File: src/rtl/spi_frame_master.sv
// Frames a one-cycle {cmd, tx_data} request into an SPI transaction on SS_n/MOSI
// and, for rd-data commands, captures the 8-bit MISO reply into rx_data.
module spi_frame_master #(
  parameter int BIT_DIV    = 1,
  parameter int TURNAROUND = 2,
  parameter int IDLE_GAP   = 1
) (
  input  logic       PCLK,
  input  logic       PRESETn,
  input  logic       start,
  input  logic [1:0] cmd,
  input  logic [7:0] tx_data,
  output logic       busy,
  output logic       done,
  output logic [7:0] rx_data,
  output logic       rx_valid,
  output logic       SS_n,
  output logic       MOSI,
  input  logic       MISO,
  output logic [2:0] fsm_state
);

  // Request handshake: start is taken on any rising edge where busy is low; the
  // request is latched and busy rises at that edge. Starts seen while busy is
  // high are dropped, never queued.

  typedef enum logic [2:0] {
    ST_IDLE    = 3'd0,
    ST_SHIFT   = 3'd1,
    ST_TURN    = 3'd2,
    ST_CAPTURE = 3'd3,
    ST_END     = 3'd4,
    ST_GAP     = 3'd5
  } state_t;

  localparam logic [7:0] DIV_LAST  = 8'(BIT_DIV - 1);
  localparam logic [3:0] TURN_LAST = 4'(TURNAROUND - 1);
  localparam logic [7:0] GAP_LAST  = 8'(IDLE_GAP - 2);

  state_t     state;
  logic [9:0] frame;
  logic [7:0] div_cnt;
  logic [3:0] bit_cnt;
  logic [7:0] shreg;
  logic       period_end;

  assign period_end = (div_cnt == DIV_LAST);
  assign fsm_state  = state;

  always_ff @(posedge PCLK) begin
    if (!PRESETn) begin
      state    <= ST_IDLE;
      frame    <= '0;
      div_cnt  <= '0;
      bit_cnt  <= '0;
      shreg    <= '0;
      busy     <= 1'b0;
      done     <= 1'b0;
      rx_valid <= 1'b0;
      rx_data  <= '0;
      SS_n     <= 1'b1;
      MOSI     <= 1'b0;
    end else begin
      done     <= 1'b0;
      rx_valid <= 1'b0;
      case (state)
        ST_IDLE: begin
          if (start) begin
            frame   <= {cmd, tx_data};
            state   <= ST_SHIFT;
            busy    <= 1'b1;
            SS_n    <= 1'b0;
            MOSI    <= cmd[1];
            div_cnt <= '0;
            bit_cnt <= '0;
          end
        end
        ST_SHIFT: begin
          if (period_end) begin
            div_cnt <= '0;
            if (bit_cnt == 4'd9) begin
              bit_cnt <= '0;
              MOSI    <= 1'b0;
              if (frame[9:8] == 2'b11) begin
                state <= (TURNAROUND == 0) ? ST_CAPTURE : ST_TURN;
              end else begin
                state <= ST_END;
                SS_n  <= 1'b1;
                done  <= 1'b1;
              end
            end else begin
              bit_cnt <= bit_cnt + 4'd1;
              MOSI    <= frame[4'd8 - bit_cnt];
            end
          end else begin
            div_cnt <= div_cnt + 8'd1;
          end
        end
        ST_TURN: begin
          if (period_end) begin
            div_cnt <= '0;
            if (bit_cnt == TURN_LAST) begin
              bit_cnt <= '0;
              state   <= ST_CAPTURE;
            end else begin
              bit_cnt <= bit_cnt + 4'd1;
            end
          end else begin
            div_cnt <= div_cnt + 8'd1;
          end
        end
        ST_CAPTURE: begin
          // MISO is taken on the edge closing each bit period; the eighth bit
          // goes straight into rx_data alongside done.
          if (period_end) begin
            div_cnt <= '0;
            shreg   <= {shreg[6:0], MISO};
            if (bit_cnt == 4'd7) begin
              bit_cnt  <= '0;
              state    <= ST_END;
              SS_n     <= 1'b1;
              done     <= 1'b1;
              rx_valid <= 1'b1;
              rx_data  <= {shreg[6:0], MISO};
            end else begin
              bit_cnt <= bit_cnt + 4'd1;
            end
          end else begin
            div_cnt <= div_cnt + 8'd1;
          end
        end
        ST_END: begin
          div_cnt <= '0;
          if (IDLE_GAP <= 1) begin
            state <= ST_IDLE;
            busy  <= 1'b0;
          end else begin
            state <= ST_GAP;
          end
        end
        ST_GAP: begin
          if (div_cnt == GAP_LAST) begin
            div_cnt <= '0;
            state   <= ST_IDLE;
            busy    <= 1'b0;
          end else begin
            div_cnt <= div_cnt + 8'd1;
          end
        end
        default: begin
          state <= ST_IDLE;
          busy  <= 1'b0;
          SS_n  <= 1'b1;
          MOSI  <= 1'b0;
        end
      endcase
    end
  end

endmodule
File: config.mk
export PLATFORM = sky130hd
export DESIGN_NAME = spi_frame_master
export DESIGN_NICKNAME = d
export VERILOG_FILES = /design/src/rtl/spi_frame_master.sv
export SDC_FILE = /design/constraint.sdc
export NUM_CORES = 1
export LEC_CHECK = 0
export CORE_ASPECT_RATIO = 0.75
export CORE_UTILIZATION = 58
export DETAILED_ROUTE_END_ITERATION = 12
export GPL_TIMING_DRIVEN = 0
export PLACE_DENSITY = 0.84
export SKIP_CTS_REPAIR_TIMING = 1
export SYNTH_ARGS = -nofsm -noshare
export SYNTH_HDL_FRONTEND = slang
export SYNTH_SLANG_ARGS = --single-unit
File: constraint.sdc
create_clock -name PCLK -period 4 [get_ports PCLK]
set_input_delay 1 -clock PCLK [delete_from_list [all_inputs] [get_ports PCLK]]
set_output_delay 1 -clock PCLK [all_outputs]
set_load 0.02 [all_outputs]
==> out/metrics.yaml, run 1 <==
yosys:
  yosys-top-cells-count: "66 x nand2_1, 45 x dfxtp_1, 34 x a21oi_1, 17 x nor2_1, 8 x inv_1"
  yosysMostFrequentCell: "nand2_1"
  ys_ff_latch: 45
  syn-num-nets: 291
  ys_types: 53
  ys_async_sr_fraction: 0
  synth_edf_count: 0
  synthCells: 272
  netlist.area_leader.share: 0.401
  syn_area_mm2: 0.00225
  synthFlopType: "dfxtp_1"
  yosysSeqAreaShare: 0.401
  synth_warnings: 0
  synthTopCellsByArea: "dfxtp_1 40%, nand2_1 11%, a21oi_1 7.6%, nor2_1 2.8%, ha_1 2.8%"
  syn_avg_cell_area_um2: 8.26
  synth_top_area_cell: "dfxtp_1"
worst_setup_path:
  required_ps: 4180
  end_kind: "flop"
  worstPathArrival_ps: 2790
  crit_type: "primary input to flop"
  path_max_fanout: 9
  cp-start-kind: "primary input"
cts:
  clock_latency_ps: 300
  cts_buffers: 5
  cts.sinks: 45
  clock_tree.buffer_depth: 2
  cts_htree_levels: 2
  root_buffer: "clkbuf_8"
  cts_tree: "built"
  path_clk_slew_ps: 90
finish:
  n_antenna_cell: 0
  nFillCells: 323
  postLayoutCoreUtil: 0.733
  area_growth_pct: 20.3
  layout.nets: 327
  layout-drive-gt1-share: 0.104
die:
  die_y_um: 55.9
  num_io_pins: 30
  fp.dieArea_mm2: 0.00413
  start_util: 0.610
  fp-row-count: 19
  fp.coreArea_mm2: 0.00368
  die_x_um: 73.9
route:
  drc: 0
  first_pass_iters: 4
  dr.first_iter.drc_count: 270
  vias: 2040
  antenna_left: 0
  drt-wirelength-per-cell_um: 13.7
  vias_per_cell: 5.65
  routed_wl_mm: 4.95
sta:
  drv_slew: 0
  finalCritPeriodShare: 0.653
  rsz0062_at_grt: "no"
  slew_headroom: 0.628
  setup_violations: 0
  worstMarginPinSlew_ps: 556
  timing.fmax_mhz: 383
  hold_viol: 0
  fin_skew_ps: 8.43
  tns_ps: 0
  fin_crit_ps: 2610
grt:
  grt_first_pass_wirelength_mm: 8.49
  overflow: 0
  grt_max_degree: 14
  grt_pass1_vias: 1787
  antenna_found_initial: 0
  grtUsageTotal: 0.273
status:
  outcome: "complete, no violations"
worst_hold_path:
  holdCritPathClass: "flop to flop"
power:
  p_switching_w: 0.000464
  ir_drop_uv: 277
  p_total_w: 0.00129
  p_leak_nw: 0.959
  power_frac_seq: 0.408
  p_comb_frac: 0.353
  p_int_w: 0.000830
  p_clk_frac: 0.239
  p_per_area_mw_per_mm2: 479
  p_sw_frac: 0.358
place:
  dp_hpwl_mm: 3.61
  gp_congestion: 0.896
  port_buffers: 29
run:
  max_cap_viol_count: 0
through the flow:
| step | setup WS [ps] | cells | hold WS (ps) | instance area, um^2 |
|---|---|---|---|---|
| CTS | 1420 | 361 | 453 | 2700 |
| detailed placement | 1100 | 353 | 442 | 2600 |
| finish | 1390 | 361 | 449 | 2700 |
| global route | 1220 | 361 | 463 | 2700 |
| floorplan | 2060 | 272 | 432 | 2250 |
| global placement | 1080 | 353 | 437 | 2600 |
layout make-up:
type                       count  area, um^2  share of cell area
multi-input combinational    206        1260               0.466
sequential                    45         901               0.333
timing repair buffer          29         290               0.107
clock buffer                   7        96.3              0.0356
tap                           52        65.1              0.0241
buffer                        12        51.3              0.0190
inverter                       9        33.8              0.0125
clock inverter                 1        5.00             0.00185
critical path, stage by stage:
cell,delay (ps)
clkdlybuf4s50_1,650
nor4_2,110
a21oi_2,360
o21ai_1,120
o21ai_1,430
nor2_1,100
kinds of logic after synthesis:
| logic type | after synthesis | synth area share |
|---|---|---|
| simple gates | 124 | 0.281 |
| buf+inv | 21 | 0.0379 |
| fa+ha+maj | 5 | 0.0279 |
| mux | 7 | 0.0435 |
| flops | 45 | 0.401 |
| compound gates | 62 | 0.178 |
| xor+xnor | 8 | 0.0312 |
layer usage:
layer / GRT usage / vias to the layer above / share of wire
met5: 0 / - / 0
met4: 0.0907 / 0 / 0.013
met3: 0.0543 / 6 / 0.070
met2: 0.381 / 73 / 0.43
met1: 0.415 / 933 / 0.49
li1: - / 1028 / -
path summary, 6_finish.rpt:
| kind | startpoint | end | slack (ps) | cells past startpoint |
|---|---|---|---|---|
| worst min register to register | rx_data[4]$_SDFFE_PN0P_ | rx_data[4]$_SDFFE_PN0P_ | 450 | 2 |
| worst min-delay path | rx_data[4]$_SDFFE_PN0P_ | rx_data[4]$_SDFFE_PN0P_ | 450 | 2 |
| worst max-delay path | start | div_cnt[4]$_SDFFE_PN0P_ | 1390 | 6 |
| worst max register to register | bit_cnt[0]$_SDFFE_PN0P_ | MOSI$_SDFFE_PN0P_ | 1920 | 7 |
placed cells by master (no fill, tap or decap), types with 2 or more instances in the layout:
cell	Yosys	routed
nand2_1	66	66
dfxtp_1	45	45
a21oi_1	34	34
clkdlybuf4s50_1	0	29
nor2_1	17	17
inv_1	8	8
clkbuf_8	0	7
clkbuf_1	6	6
nand4_1	6	6
nand3_1	6	6
buf_2	5	5
xor2_1	5	5
ha_1	5	5
o21ai_0	4	4
and4_1	3	3
and3_1	3	3
and2_1	3	3
o21ai_1	3	3
mux2i_1	3	3
xnor2_1	3	3
nor3_1	3	3
nor4b_4	2	2
nor4_2	2	2
a21oi_2	2	2
o21a_1	2	2
nand3b_1	2	2
nor2b_1	2	2
mux2_2	2	2
o31ai_1	2	2
a311oi_1	2	2
mux4_2	2	2
flip-flops by register name, summed over array words and instances, names as in the netlist:
register / cells
MOSI: 1
SS_n: 1
bit_cnt: 4
busy: 1
div_cnt: 8
done: 1
frame: 10
fsm_state: 3
rx_data: 8
rx_valid: 1
shreg: 7
power by group through the flow:
stage               Sequential [W]  Clock [W]  Combinational [W]
floorplan                 0.000550          0           0.000312
global placement          0.000538          0           0.000441
detailed placement        0.000538          0           0.000450
CTS                       0.000527   0.000311           0.000451
global route              0.000535   0.000331           0.000507
finish                    0.000529   0.000309           0.000456
(Power assumes the default switching activity.)
==> run 2: changes to the inputs <==
--- a/config.mk
+++ b/config.mk
@@ -6,10 +6,10 @@
 export NUM_CORES = 1
 export LEC_CHECK = 0
 export CORE_ASPECT_RATIO = 0.75
-export CORE_UTILIZATION = 58
+export CORE_UTILIZATION = 54
 export DETAILED_ROUTE_END_ITERATION = 12
 export GPL_TIMING_DRIVEN = 0
-export PLACE_DENSITY = 0.84
+export PLACE_DENSITY = 0.79
 export SKIP_CTS_REPAIR_TIMING = 1
 export SYNTH_ARGS = -nofsm -noshare
 export SYNTH_HDL_FRONTEND = slang
==> constraint.sdc (replaced) <==
create_clock -name PCLK -period 2.7 [get_ports PCLK]
set_input_delay 0.675 -clock PCLK [delete_from_list [all_inputs] [get_ports PCLK]]
set_output_delay 0.675 -clock PCLK [all_outputs]
set_load 0.02 [all_outputs]
==> out/metrics.yaml, run 2 (same netlist as run 1, synthesis figures left out) <==
status:
  outcome: "complete, no violations"
die:
  fp.dieArea_mm2: 0.00442
  fp.coreArea_mm2: 0.00383
  start_util: 0.587
  die_x_um: 76.5
  fp-row-count: 19
  num_io_pins: 30
  die_y_um: 57.9
route:
  routed_wl_mm: 5.01
  dr.first_iter.drc_count: 206
  vias_per_cell: 5.66
  antenna_left: 0
  first_pass_iters: 4
  drc: 0
  vias: 2044
  drt-wirelength-per-cell_um: 13.9
place:
  dp_hpwl_mm: 3.56
  port_buffers: 29
  gp_congestion: 0.953
grt:
  overflow: 0
  grt_first_pass_wirelength_mm: 8.47
  met3_usage: 0.0598
  grt_max_degree: 15
  met1_usage: 0.350
  globalRouteMet2Util: 0.364
  antenna_found_initial: 0
  grtUsageTotal: 0.241
  grt_pass1_vias: 1810
  top_usage_layer: "met2"
sta:
  worstMarginPinSlew_ps: 570
  fin_skew_ps: 11.7
  hold_viol: 0
  whs_ps: 453
  timing.fmax_mhz: 433
  slew_headroom: 0.620
  finalCritPeriodShare: 0.855
  rsz0062_at_grt: "no"
  tns_ps: 0
  drv_slew: 0
  setup_violations: 0
  fin_crit_ps: 2310
worst_setup_path:
  cp-start-kind: "primary input"
  required_ps: 2860
  r2r-end: "MOSI$_SDFFE_PN0P_"
  worst_path_largest_cell_delay_ps: 660
  path_max_fanout: 9
  cpMostUsedCell: "o21ai_1"
  end_kind: "flop"
  worstPathArrival_ps: 2470
  slowest_stage: "clkdlybuf4s50_1"
  r2r-start: "bit_cnt[0]$_SDFFE_PN0P_"
  worstRegToRegCells: 7
  cp_num_buf_inv: 1
  path_depth: 6
  crit_type: "primary input to flop"
  reg2reg_slack_ps: 570
  path_cells: "clkdlybuf4s50_1 > nor4_2 > a21oi_2 > o21ai_1 > o21ai_1 > nor2_1"
  crit_family: "compound AO/OA/AOI/OAI gates"
worst_hold_path:
  hold_end: "rx_data[5]$_SDFFE_PN0P_"
  hold_depth: 2
  holdCritPathClass: "flop to flop"
  hp-start: "rx_data[5]$_SDFFE_PN0P_"
cts:
  cts.sinks: 45
  clock_tree.buffer_depth: 2
  path_clk_slew_ps: 80
  cts_buffers: 5
  root_buffer: "clkbuf_8"
  cts_tree: "built"
  clock_latency_ps: 300
  cts_htree_levels: 2
power:
  p_per_area_mw_per_mm2: 752
  ir_drop_uv: 504
  p_leak_nw: 0.973
finish:
  regMostFlops: "frame"
  regArea_um2: 901
  layout-drive-gt1-share: 0.104
  n_antenna_cell: 0
  nFillCells: 329
  layout.nets: 327
  mostFrequentLayoutCells: "66 x nand2_1, 45 x dfxtp_1, 34 x a21oi_1, 29 x clkdlybuf4s50_1, 17 x nor2_1"
  layout_commonest_cell: "nand2_1"
  largestRegisters: "frame x10, div_cnt x8, rx_data x8"
  area_growth_pct: 21.8
  multi_input_area_mm2: 0.00126
  largest_reg_flops: 10
run:
  max_cap_viol_count: 0
-- run 2: worst min-delay path, delay by kind of cell (launching register included) --
family	cells	cell delay [ps]
AOI/OAI and AO/OA	1	50
DFF	1	310
and+or+nand+nor	1	50
-- run 2: stage by stage --
step / utilization / cells / area, um^2 / total power [W] / setup WS (ps)
after floorplan: - / 272 / 2250 / 0.00128 / 833
after global placement: 0.680 / 353 / 2600 / 0.00145 / 107
after detailed placement: 0.680 / 353 / 2600 / 0.00147 / 116
after CTS: 0.715 / 361 / 2740 / 0.00205 / 422
after global routing: 0.715 / 361 / 2740 / 0.00217 / 230
final: 0.715 / 361 / 2740 / 0.00206 / 392
-- run 2: how the worst max path moves through the flow --
stage | startpoint | end | slack [ps]
after floorplan | bit_cnt[0]$_SDFFE_PN0P_ | MOSI$_SDFFE_PN0P_ | 830
after global placement | start | div_cnt[2]$_SDFFE_PN0P_ | 110
after detailed placement | start | div_cnt[7]$_SDFFE_PN0P_ | 120
after CTS | start | div_cnt[7]$_SDFFE_PN0P_ | 420
after global routing | start | div_cnt[1]$_SDFFE_PN0P_ | 230
final | start | div_cnt[7]$_SDFFE_PN0P_ | 390
-- run 2: layout make-up --
cell class,instances,area share
multi-input cells,206,0.461
flip-flops and latches,45,0.329
repair buffers,29,0.106
clock buffers,5,0.0252
clock inverters,3,0.0238
well taps,52,0.0238
plain buffers,12,0.0188
inverters,9,0.0124
-- run 2: metal layers --
metal	wire (um)	up-vias
met5	0	-
met2	2030	66
met3	354	8
met1	2590	946
met4	39	0
li1	-	1024
-- run 2: where the power goes --
| group | switching, W | total (W) | leakage, nW | internal, W |
|---|---|---|---|---|
| Clock | 0.000220 | 0.000588 | 0.0681 | 0.000367 |
| Combinational | 0.000409 | 0.000686 | 0.539 | 0.000277 |
| Sequential | 0.0000615 | 0.000784 | 0.365 | 0.000723 |
==> variant 1, RTL diff (config.mk and constraints of run 1) <==
Reset style: asynchronous (`PRESETn`), changed in one clocked block.
--- a/src/rtl/spi_frame_master.sv
+++ b/src/rtl/spi_frame_master.sv
@@ -47,7 +47,7 @@
   assign period_end = (div_cnt == DIV_LAST);
   assign fsm_state  = state;
 
-  always_ff @(posedge PCLK) begin
+  always_ff @(posedge PCLK or negedge PRESETn) begin
     if (!PRESETn) begin
       state    <= ST_IDLE;
       frame    <= '0;
Check against the original RTL: differs if PRESETn is asserted again (counterexample within 4 cycles, from zero or initial values and one cycle with PRESETn low); with PRESETn held inactive, the same outputs for 10 cycles.
==> variant 1 against run 1 <==
Sequential power rose by 19%. Hold slack better by 0.041 ns. Via count decreased by 10%. Final cell count is 12% lower. Global-route usage down 3.4 points. Total power up 24%. Sequential cell count stayed put. Maximum frequency rose by 0.96%. Worst setup slack improved by 0.025 ns. Area after synthesis up 8.6%. Routed wire length is 5.1% lower. Cell area grew 8.2%. Highest routed layer unchanged.
==> variant 1: results (changes against run 1) <==
outcome completed; GPL Wtd Cong 0.910 (+1.5%); slowest cell on the critical path nor4_1; first-pass GRT wire length 8150 µm (-4.1%); DRT iter0 DRCs 134 (-50%); Hold Crit Depth 1 (-1); gr usage total 23.9% (-3.4 points); hold_sp frame[5]; R2R depth 8 (+1); pin count of the biggest net entering global routing 31 (+17); worst slack, placed 1.14 ns (+0.0420 ns); Reg2Reg Launch Point fsm_state[2]; Via density 5.81 (+2.9%); Routed WL 4700 µm (-5.1%); DP Cell Count 308 (-13%); fin crit share 64.7% (-0.62 points); WL met2 1970 µm (-7.3%); routed vias 1837 (-10%); Final nets 283 (-13%); Seq/Total Area, Yosys 46.2% (+6.1 points); commonest cells in the synthesized netlist dfrtp_1 (44), mux2_1 (25), nand2_1 (15); CP peak stage delay 0.57 ns (-0.08 ns); syn nets 246 (-15%); Distinct cells, synth 52 (-1.9%); Met3 Wirelength 331 µm (-4.6%); layout cells sized above 1 10.3% (-0.011 points); leakage power 1.27 nW (+33%); Peak VDD IR 0.388 mV (+40%); Reg2Reg Capture Point div_cnt[4]; R2R Setup Slk 1.59 ns (-0.33 ns); placed instance area 0.00281 mm² (+8.2%)
-- variant 1: cell families (layout without fill, tap and decap cells) --
family / after synthesis / in the layout / share of synthesized area (%)
multiplexers: 32 / 32 / 14.9
AO/OA/AOI/OAI: 39 / 39 / 12.1
flip-flops: 45 / 45 / 46.2
buffers and inverters: 18 / 56 / 3.54
adder cells (fa/ha/maj): 9 / 9 / 4.62
XOR/XNOR: 4 / 4 / 1.44
AND/OR/NAND/NOR: 76 / 76 / 17.2
-- variant 1: area by class of cell --
cell class | instances | area (µm²)
Buffer | 10 | 56.3
Clock inverter | 2 | 38.8
Timing Repair Buffer | 30 | 305
Tap cell | 55 | 68.8
Sequential cell | 45 | 1130
Clock buffer | 6 | 72.6
Fill cell | 294 | 1100
Inverter | 8 | 30.0
Multi-Input combinational cell | 160 | 1230
-- variant 1: per-layer routing --
layer / vias up / track usage (%)
met1: 882 / 34.8
met2: 61 / 35.2
met3: 5 / 5.51
li1: 889 / -
met5: - / 0
met4: 0 / 8.24
-- variant 1: per-stage QoR --
stage,util [%],hold WS (ns)
floorplan,-,0.457
global placement,69.5,0.466
detailed placement,69.8,0.476
CTS,72.6,0.495
global route,72.6,0.516
finish,72.6,0.491
-- variant 1: power breakdown --
part / total, mW / internal (mW) / switching, mW
clock: 0.334 / 0.187 / 0.146
sequential: 0.631 / 0.561 / 0.0702
combinational: 0.641 / 0.279 / 0.362
total: 1.61 / 1.03 / 0.578
==> variant 2, RTL diff (settings of run 1) <==
Without the edit above. Compare `bit_cnt` against `4'd9` with >= in place of ==.
--- a/src/rtl/spi_frame_master.sv
+++ b/src/rtl/spi_frame_master.sv
@@ -78,7 +78,7 @@
         ST_SHIFT: begin
           if (period_end) begin
             div_cnt <= '0;
-            if (bit_cnt == 4'd9) begin
+            if (bit_cnt >= 4'd9) begin
               bit_cnt <= '0;
               MOSI    <= 1'b0;
               if (frame[9:8] == 2'b11) begin
Check against the original RTL: no difference found for any inputs over 10 cycles, from zero or initial values and one cycle with PRESETn low; that may be too few to reach the edited logic, so the function may still have changed.
==> variant 2 against run 1 <==
Global-route usage down 0.53 points. Routed wire length up 2.1%. Worst setup slack better by 0.19 ns. Count of clock-buffer cells in the layout down 2. Sequential cell count unchanged. Area after synthesis up 1.4%. Cell area up 1.7%. Highest routed layer unchanged.
Power is not compared: it rests on default switching activity, and its combinational part moved more than twofold at a synthesized area within 25%.
==> variant 2: results (changes against run 1) <==
hold_sp frame[1]; GPL Wtd Cong 0.920 (+2.6%); Mapped Avg Cell Area 8.72 µm² (+5.7%); Wirelength per Cell 14.4 µm (+5.3%); Crit path max-delay family buffers and inverters; Final nets 316 (-3.4%); DRT iter0 DRCs 93 (-66%); clk_skew 0.00449 ns (-0.00394 ns); R2R Setup Slk 1.82 ns (-0.10 ns); pin count of the biggest net entering global routing 16 (+2); filler cell count 307 (-5.0%); vias in the first global route 1773 (-0.78%); Worst setup startpoint fsm_state[2]; commonest cells in the synthesized netlist dfxtp_1 (45), nand2_1 (31), nor2_1 (28); Seq/Total Area, Yosys 39.6% (-0.55 points); Reg2Reg Capture Point fsm_state[2]; R2R depth 8 (+1); Arr. time, crit path 1.43 ns (-1.36 ns); dpl hpwl 3590 µm (-0.64%); outcome completed; Synth area leaders dfxtp_1 (40%), mux2i_1 (7.9%), nand2_1 (5.1%), a21oi_1 (4.6%), nor2_1 (4.6%); DP Cell Count 342 (-3.1%); Hold EP frame[1]; Distinct cells, synth 54 (+1.9%); gr usage total 26.7% (-0.53 points); syn nets 280 (-3.8%); placed instance area 0.00263 mm² (+1.2%); routed vias 2027 (-0.64%); layout cells sized above 1 10.7% (+0.38 points); hold_ws 0.459 ns (+0.0100 ns); first-pass GRT wire length 8480 µm (-0.15%)
-- variant 2: changes by cell type in the layout (fill, tap and decap cells not counted), moves of 5 or more --
cell      change
nand2_1      -35
nor2_1       +11
o21ai_0       +5
o211ai_1      +6
a31oi_1       +5
mux2i_1      +15
a21oi_1      -13
-- variant 2: how the worst max path moves through the flow --
stage,to,slack [ns],cells past startpoint
3_3_place_gp,bit_cnt[0],1.44,6
4_1_cts,fsm_state[1],1.59,1
6_report,fsm_state[2],1.57,1
5_1_grt,bit_cnt[2],1.55,6
2_1_floorplan,fsm_state[2],2.07,8
3_5_place_dp,bit_cnt[2],1.43,6
-- variant 2: cells by family (layout without fill, tap and decap cells) --
family | after synthesis | in the layout | synth area share, %
DFF | 45 | 45 | 39.6
buffers and inverters | 23 | 60 | 5.00
muxes | 20 | 20 | 9.89
xor gates and xnor gates | 3 | 3 | 1.15
AOI/OAI and AO/OA | 63 | 63 | 18.9
and+or+nand+nor | 102 | 102 | 22.7
adders and majority gates | 5 | 5 | 2.75
-- variant 2: routing by layer --
layer,global-route usage [%],share of wire (%),vias up
met5,0,0,-
met4,8.09,0.83,0
met3,5.92,5.7,5
met2,36.8,43,62
met1,41.3,51,948
li1,-,-,1012
-- variant 2: cell type report --
class                           count  area (µm²)  area share, %
Buffer                             15        83.8           3.05
Clock buffer                        5        68.8           2.50
Clock inverter                      3        46.3           1.68
Inverter                            8        30.0           1.09
Multi-Input combinational cell    193        1260           45.9
Sequential cell                    45         901           32.8
Tap cell                           52        65.1           2.37
Timing Repair Buffer               29         290           10.6
-- variant 2: report_power, final --
part / switching, mW / internal [mW]
clock network: 0.164 / 0.187
registers: 0.0118 / 0.463
logic: 0.0848 / 0.0632
total: 0.260 / 0.714
